`src/rtl/imem_loader.sv`:
```
// imem_loader: boot-time loader that frames a UART byte stream (32-bit LE
// length header followed by LE words) into instruction-memory writes, holding
// the core in reset while loading and reporting completion or error.
module imem_loader #(
  parameter int IMEM_DEPTH     = 1024,
  parameter int TIMEOUT_CYCLES = 1_000_000,
  parameter int ADDR_W         = $clog2(IMEM_DEPTH)
) (
  input  logic              clk,
  input  logic              rst,
  input  logic              flash,
  input  logic              byte_valid,
  input  logic [7:0]        byte_data,
  output logic              imem_we,
  output logic [ADDR_W-1:0] imem_waddr,
  output logic [31:0]       imem_wdata,
  output logic              cpu_hold,
  output logic              load_done,
  output logic              load_error,
  output logic              busy
);

  localparam int                TCNT_W    = $clog2(TIMEOUT_CYCLES + 1);
  localparam logic [TCNT_W-1:0] TCNT_LAST = TCNT_W'(TIMEOUT_CYCLES - 1);
  localparam logic [31:0]       LEN_MAX   = 32'(IMEM_DEPTH);

  typedef enum logic [2:0] {
    S_IDLE,
    S_LEN,
    S_DATA,
    S_DONE,
    S_ERR
  } state_t;

  state_t              state, state_n;
  logic                flash_q, rise_q;
  logic [1:0]          byte_idx, byte_idx_n;
  logic [ADDR_W:0]     word_idx, word_idx_n;
  logic [31:0]         len_r, len_n, len_full;
  logic [23:0]         wbuf, wbuf_n;
  logic [TCNT_W-1:0]   tcnt, tcnt_n;
  logic                wr_n;
  logic                restart;

  // Edge detector: the rise is registered so it is seen one cycle after flash.
  // NOTE: sequential state uses non-blocking assignments so every register
  // samples pre-edge values regardless of block ordering.
  always_ff @(posedge clk) begin
    if (rst) begin
      flash_q <= 1'b0;
      rise_q  <= 1'b0;
    end else begin
      flash_q <= flash;
      rise_q  <= flash & ~flash_q;
    end
  end

  // Full header value as it would be after shifting in the current byte.
  assign len_full = {byte_data, len_r[31:8]};
  // A rise restarts from any state except the single-cycle DONE.
  assign restart  = rise_q && (state != S_DONE);

  // Next-state and datapath update logic.
  // NOTE: every signal gets a default first so no path can infer a latch.
  always_comb begin
    state_n    = state;
    byte_idx_n = byte_idx;
    word_idx_n = word_idx;
    len_n      = len_r;
    wbuf_n     = wbuf;
    tcnt_n     = tcnt;
    wr_n       = 1'b0;

    if (restart) begin
      state_n    = S_LEN;
      byte_idx_n = '0;
      word_idx_n = '0;
      len_n      = '0;
      wbuf_n     = '0;
      tcnt_n     = '0;
    end else begin
      case (state)
        S_LEN, S_DATA: begin
          if (byte_valid) begin
            tcnt_n     = '0;
            byte_idx_n = byte_idx + 2'd1;
            if (state == S_LEN) begin
              len_n = len_full;
              if (byte_idx == 2'd3) begin
                if (len_full == 32'd0)         state_n = S_DONE;
                else if (len_full > LEN_MAX)   state_n = S_ERR;
                else                           state_n = S_DATA;
              end
            end else begin
              wbuf_n = {byte_data, wbuf[23:8]};
              if (byte_idx == 2'd3) begin
                wr_n       = 1'b1;
                word_idx_n = word_idx + (ADDR_W+1)'(1);
                if (32'(word_idx) == len_r - 32'd1) state_n = S_DONE;
              end
            end
          end else if (tcnt == TCNT_LAST) begin
            // Partial word in wbuf is abandoned; restart clears it.
            state_n = S_ERR;
          end else begin
            tcnt_n = tcnt + TCNT_W'(1);
          end
        end
        S_DONE:  state_n = S_IDLE;
        default: state_n = state;
      endcase
    end
  end

  // State and counter registers.
  always_ff @(posedge clk) begin
    if (rst) begin
      state    <= S_IDLE;
      byte_idx <= '0;
      word_idx <= '0;
      len_r    <= '0;
      wbuf     <= '0;
      tcnt     <= '0;
    end else begin
      state    <= state_n;
      byte_idx <= byte_idx_n;
      word_idx <= word_idx_n;
      len_r    <= len_n;
      wbuf     <= wbuf_n;
      tcnt     <= tcnt_n;
    end
  end

  // Registered outputs, decoded from the next state so the final write and
  // the core release land on the same edge.
  always_ff @(posedge clk) begin
    if (rst) begin
      imem_we    <= 1'b0;
      imem_waddr <= '0;
      imem_wdata <= '0;
      cpu_hold   <= 1'b0;
      load_done  <= 1'b0;
      load_error <= 1'b0;
      busy       <= 1'b0;
    end else begin
      imem_we <= wr_n;
      if (wr_n) begin
        imem_waddr <= word_idx[ADDR_W-1:0];
        imem_wdata <= {byte_data, wbuf};
      end
      cpu_hold   <= (state_n == S_LEN) || (state_n == S_DATA) || (state_n == S_ERR);
      busy       <= (state_n == S_LEN) || (state_n == S_DATA);
      load_done  <= (state_n == S_DONE);
      load_error <= (state_n == S_ERR);
    end
  end

endmodule

```
`config.mk`:
```
export PLATFORM = sky130hd
export DESIGN_NAME = imem_loader
export DESIGN_NICKNAME = d
export VERILOG_FILES = /design/src/rtl/imem_loader.sv
export SDC_FILE = /design/constraint.sdc
export NUM_CORES = 1
export LEC_CHECK = 0
export ABC_AREA = 1
export CORE_MARGIN = 3
export CORE_UTILIZATION = 28
export CTS_CLUSTER_SIZE = 28
export DETAILED_ROUTE_END_ITERATION = 7
export PLACE_DENSITY = 0.57
export SYNTH_ARGS = -nofsm -noshare
export SYNTH_HDL_FRONTEND = slang
export SYNTH_SLANG_ARGS = --single-unit
```
`constraint.sdc`:
```
create_clock -name clk -period 1.8 [get_ports clk]
set_input_delay 0.54 -clock clk [delete_from_list [all_inputs] [get_ports clk]]
set_output_delay 0.54 -clock clk [all_outputs]
set_load 0.05 [all_outputs]
```
==> metrics.md <==
| Metric | Value |
|---|---|
| First-pass GRT wire length | `between 30,000 and 40,000 um` |
| Hold Buf Count CTS | `0` |
| Post-synthesis sequential area ratio | `0.428` |
| Routed length per instance | `between 10 and 15 um` |
| CP Class | `flip-flop to flip-flop` |
| Hold WC Path Type | `flip-flop to flip-flop` |
| CP Cell Sequence | `nor2_1, nand3_1, nor2_4, nor2_1, nor2_1, nand2_1, nor2_1, nand3_1, nor2_2, nand3_2, nand2_1, nand2_2, nand2_2, nand2_2, nand3_2, nand2_1` |
| Req. time, crit path | `about 2100 ps` |
| Setup TNS | `-2570 ps` |
| PwrDens | `a little under 800 nW/um^2` |
| Worst Path Arrival | `approximately 2500 ps` |
| CTS tree | `yes` |
| DR vias/cell | `~4.7` |
| # fillers | `2,220` |
| Routed WL | `roughly 22,000 um` |
| Final cell count without fillers | `between 1,500 and 2,000` |
| Remaining DRCs | `0` |
| Slew @ Worst Pin | `between 400 and 500 ps` |
| Initial antenna violation count | `0` |
| Deepest clock path buffer count | `2` |
| Fmax | `460 MHz` |
| Final Instance Area | `10,300 sq um` |
| Unique masters post-synth | `35` |
| H-tree levels | `4` |
| Final critical-path share of the clock period | `1.21` |
| Status | `finished with violations` |
| # clock sinks | `about 140` |
| Cells after Synth | `around 950` |
| Die Ht | `about 160 um` |
| DR pass1 iterations | `5` |
| Clock root buffer | `clkbuf_16` |
| CP delay by family, top | `simple AND/OR/NAND/NOR gates` |
| Failing checks | `setup timing` |
| DR iter-0 viols | `roughly 420` |
| GRT Total Usage | `0.164` |
| Placed Cells | `around 1,400` |
| Cell Area, Synth | `around 6600 sq um` |
| RSZ-0062 raised after global routing | `yes` |
| Max-slew headroom | `0.703` |
| Vias in the first global route | `approximately 6,700` |
| Final GP Congestion | `about 0.84` |
| Clk Latency, worst-skew pair | `roughly 440 ps` |
| Commonest non-fill, non-tap cell in the layout | `buf_4` |
| Final core utilization | `0.451` |
| # setup viols final | `40` |
| CP max FO | `5` |
| Hold Vio Cnt, Final | `0` |
| Area growth from synthesis to layout | `56.8%` |
| Most frequent cells in the layout | `188 x buf_4, 153 x nand2_1, 132 x dfxtp_1` |
| Via Count | `7,048` |
| Full die area | `roughly 25,000 sq um` |
| # rows | `55` |
| Max IR drop VDD | `0.766 mV` |
| Pins Over Slew Limit | `0` |
| Leakage | `between 4 and 5 nW` |
| Critical path launch point type | `flip-flop` |
| Worst-path clk slew | `about 70 ps` |
| GRT Residual Overflow | `0` |
| Post-DP HPWL | `about 14,000 um` |
| Max capacitance violation total | `0` |
| Avg Synthesized Cell Area | `6.91 sq um` |
| #FFs+latches synth | `about 140` |
| Share of cells above drive strength 1 | `0.362` |
| Dpl cell area | `approximately 8500 sq um` |
| Critical Path Most Common Cell | `nor2_1` |
| Worst Setup Slack, final | `-375 ps` |
| Mapped Nets | `a little under 1,000` |
| CP peak stage delay | `around 360 ps` |
| CP endpoint kind | `flip-flop` |
| WP buf/inv | `0` |
| DIE WIDTH | `roughly 160 um` |
| Clk_skew | `10.7 ps` |
| Setup WS pre-CTS | `-806 ps` |
| Final net count | `about 1,200` |
| Final ANT Viol Nets | `0` |
| Inserted Diodes | `0` |
| Min Clock Period, post-route | `2180 ps` |
| Port Buffers | `between 50 and 60` |
| CTS buffer count | `17` |
| Synthesis Warnings | `0` |
| Core area | `22,900 sq um` |
| Crit-path slowest cell | `dfxtp_1` |
| Largest net degree at the start of global routing | `46` |
| Initial core utilization | `0.288` |
| I/O pin count | `between 50 and 60` |
==> worst paths after layout <==
check	endpoint	slack (ps)	from	cells after the start
hold / removal	rise_q$_SDFF_PP0_	390	flash_q$_SDFF_PP0_	1
setup reg to reg	cpu_hold$_SDFF_PP0_	-380	len_r[9]$_SDFFE_PP0P_	16
setup / recovery	cpu_hold$_SDFF_PP0_	-380	len_r[9]$_SDFFE_PP0P_	16
hold reg to reg	rise_q$_SDFF_PP0_	390	flash_q$_SDFF_PP0_	1
==> through the flow <==
stage / hold slack [ps] / power (W)
global route: 415 / 0.00829
detailed placement: 386 / 0.00436
finish: 391 / 0.00798
global placement: 379 / 0.00436
floorplan: 374 / 0.00391
CTS: 395 / 0.00796
==> per-layer routing <==
layer	up-vias	GRT usage	routed length [um]
met5	-	0	0
met3	27	0.0294	847
met4	0	0.0513	335
met1	3298	0.222	10300
li1	3590	-	-
met2	133	0.265	10100
==> cell type report <==
| cell class | instances | area [sq um] | area share |
|---|---|---|---|
| repair buffers | 236 | 2190 | 0.212 |
| multi-input cells | 679 | 3950 | 0.382 |
| clock buffers | 18 | 429 | 0.0415 |
| inverters | 101 | 394 | 0.0382 |
| well taps | 313 | 392 | 0.0379 |
| flip-flops and latches | 141 | 2830 | 0.274 |
| clock inverters | 14 | 148 | 0.0143 |
==> worst register-to-register path, stage by stage (launching register included) <==
cell and delay (ps):
dfxtp_1 360, nor2_1 230, nand3_1 170, nor2_4 190
nor2_1 70, nor2_1 90, nand2_1 80, nor2_1 100
nand3_1 90, nor2_2 150, nand3_2 110, nand2_1 90
nand2_2 90, nand2_2 80, nand2_2 70, nand3_2 70
nand2_1 50
==> cells by family after synthesis <==
| group | synth area share |
|---|---|
| AOI/OAI and AO/OA | 0.159 |
| xor gates and xnor gates | 0.0186 |
| adders and majority gates | 0.00760 |
| buffers and inverters | 0.0775 |
| DFF | 0.428 |
| and+or+nand+nor | 0.309 |
==> power by group <==
group / total, W / switching, W / internal, W
registers: 0.00320 / 0.0000377 / 0.00316
clock network: 0.00353 / 0.00157 / 0.00196
logic: 0.00125 / 0.000721 / 0.000533
==> flip-flops by register name (all words and copies together) (netlist names) <==
signal and cells:
busy 1, byte_idx 2, cpu_hold 1, flash_q 1, imem_waddr 10, imem_wdata 32, imem_we 1, len_r 32
load_done 1, load_error 1, rise_q 1, state 3, tcnt 20, wbuf 24, word_idx 11
==> cells in the mapped netlist, drive strengths merged <==
library cell  count  area share
nand3b            2      0.0023
inv             101       0.058
and2              1     0.00095
nand3            59       0.048
dfxtp           141        0.43
xor2              9       0.012
clkbuf           30       0.017
and3              1     0.00095
a211oi            3      0.0034
a31oi             1     0.00095
o31ai             1      0.0019
ha                4      0.0076
nor3b             1      0.0011
nor2            165        0.11
o21bai            1      0.0011
nand4            21       0.020
xnor2             5      0.0066
buf               4      0.0028
nor4              5      0.0047
nor3             23       0.020
a21oi           101       0.077
o21ai            99       0.075
nand2           176        0.10
==> timing repair <==
item / CTS / global route
setup buffers: 17 / 9
setup endpoints to repair: 84 / 114
gates resized for setup: 67 / 199
pin swaps: 26 / 51
cloned: 5 / 4
Note: power is estimated with default switching activity, not from simulation.
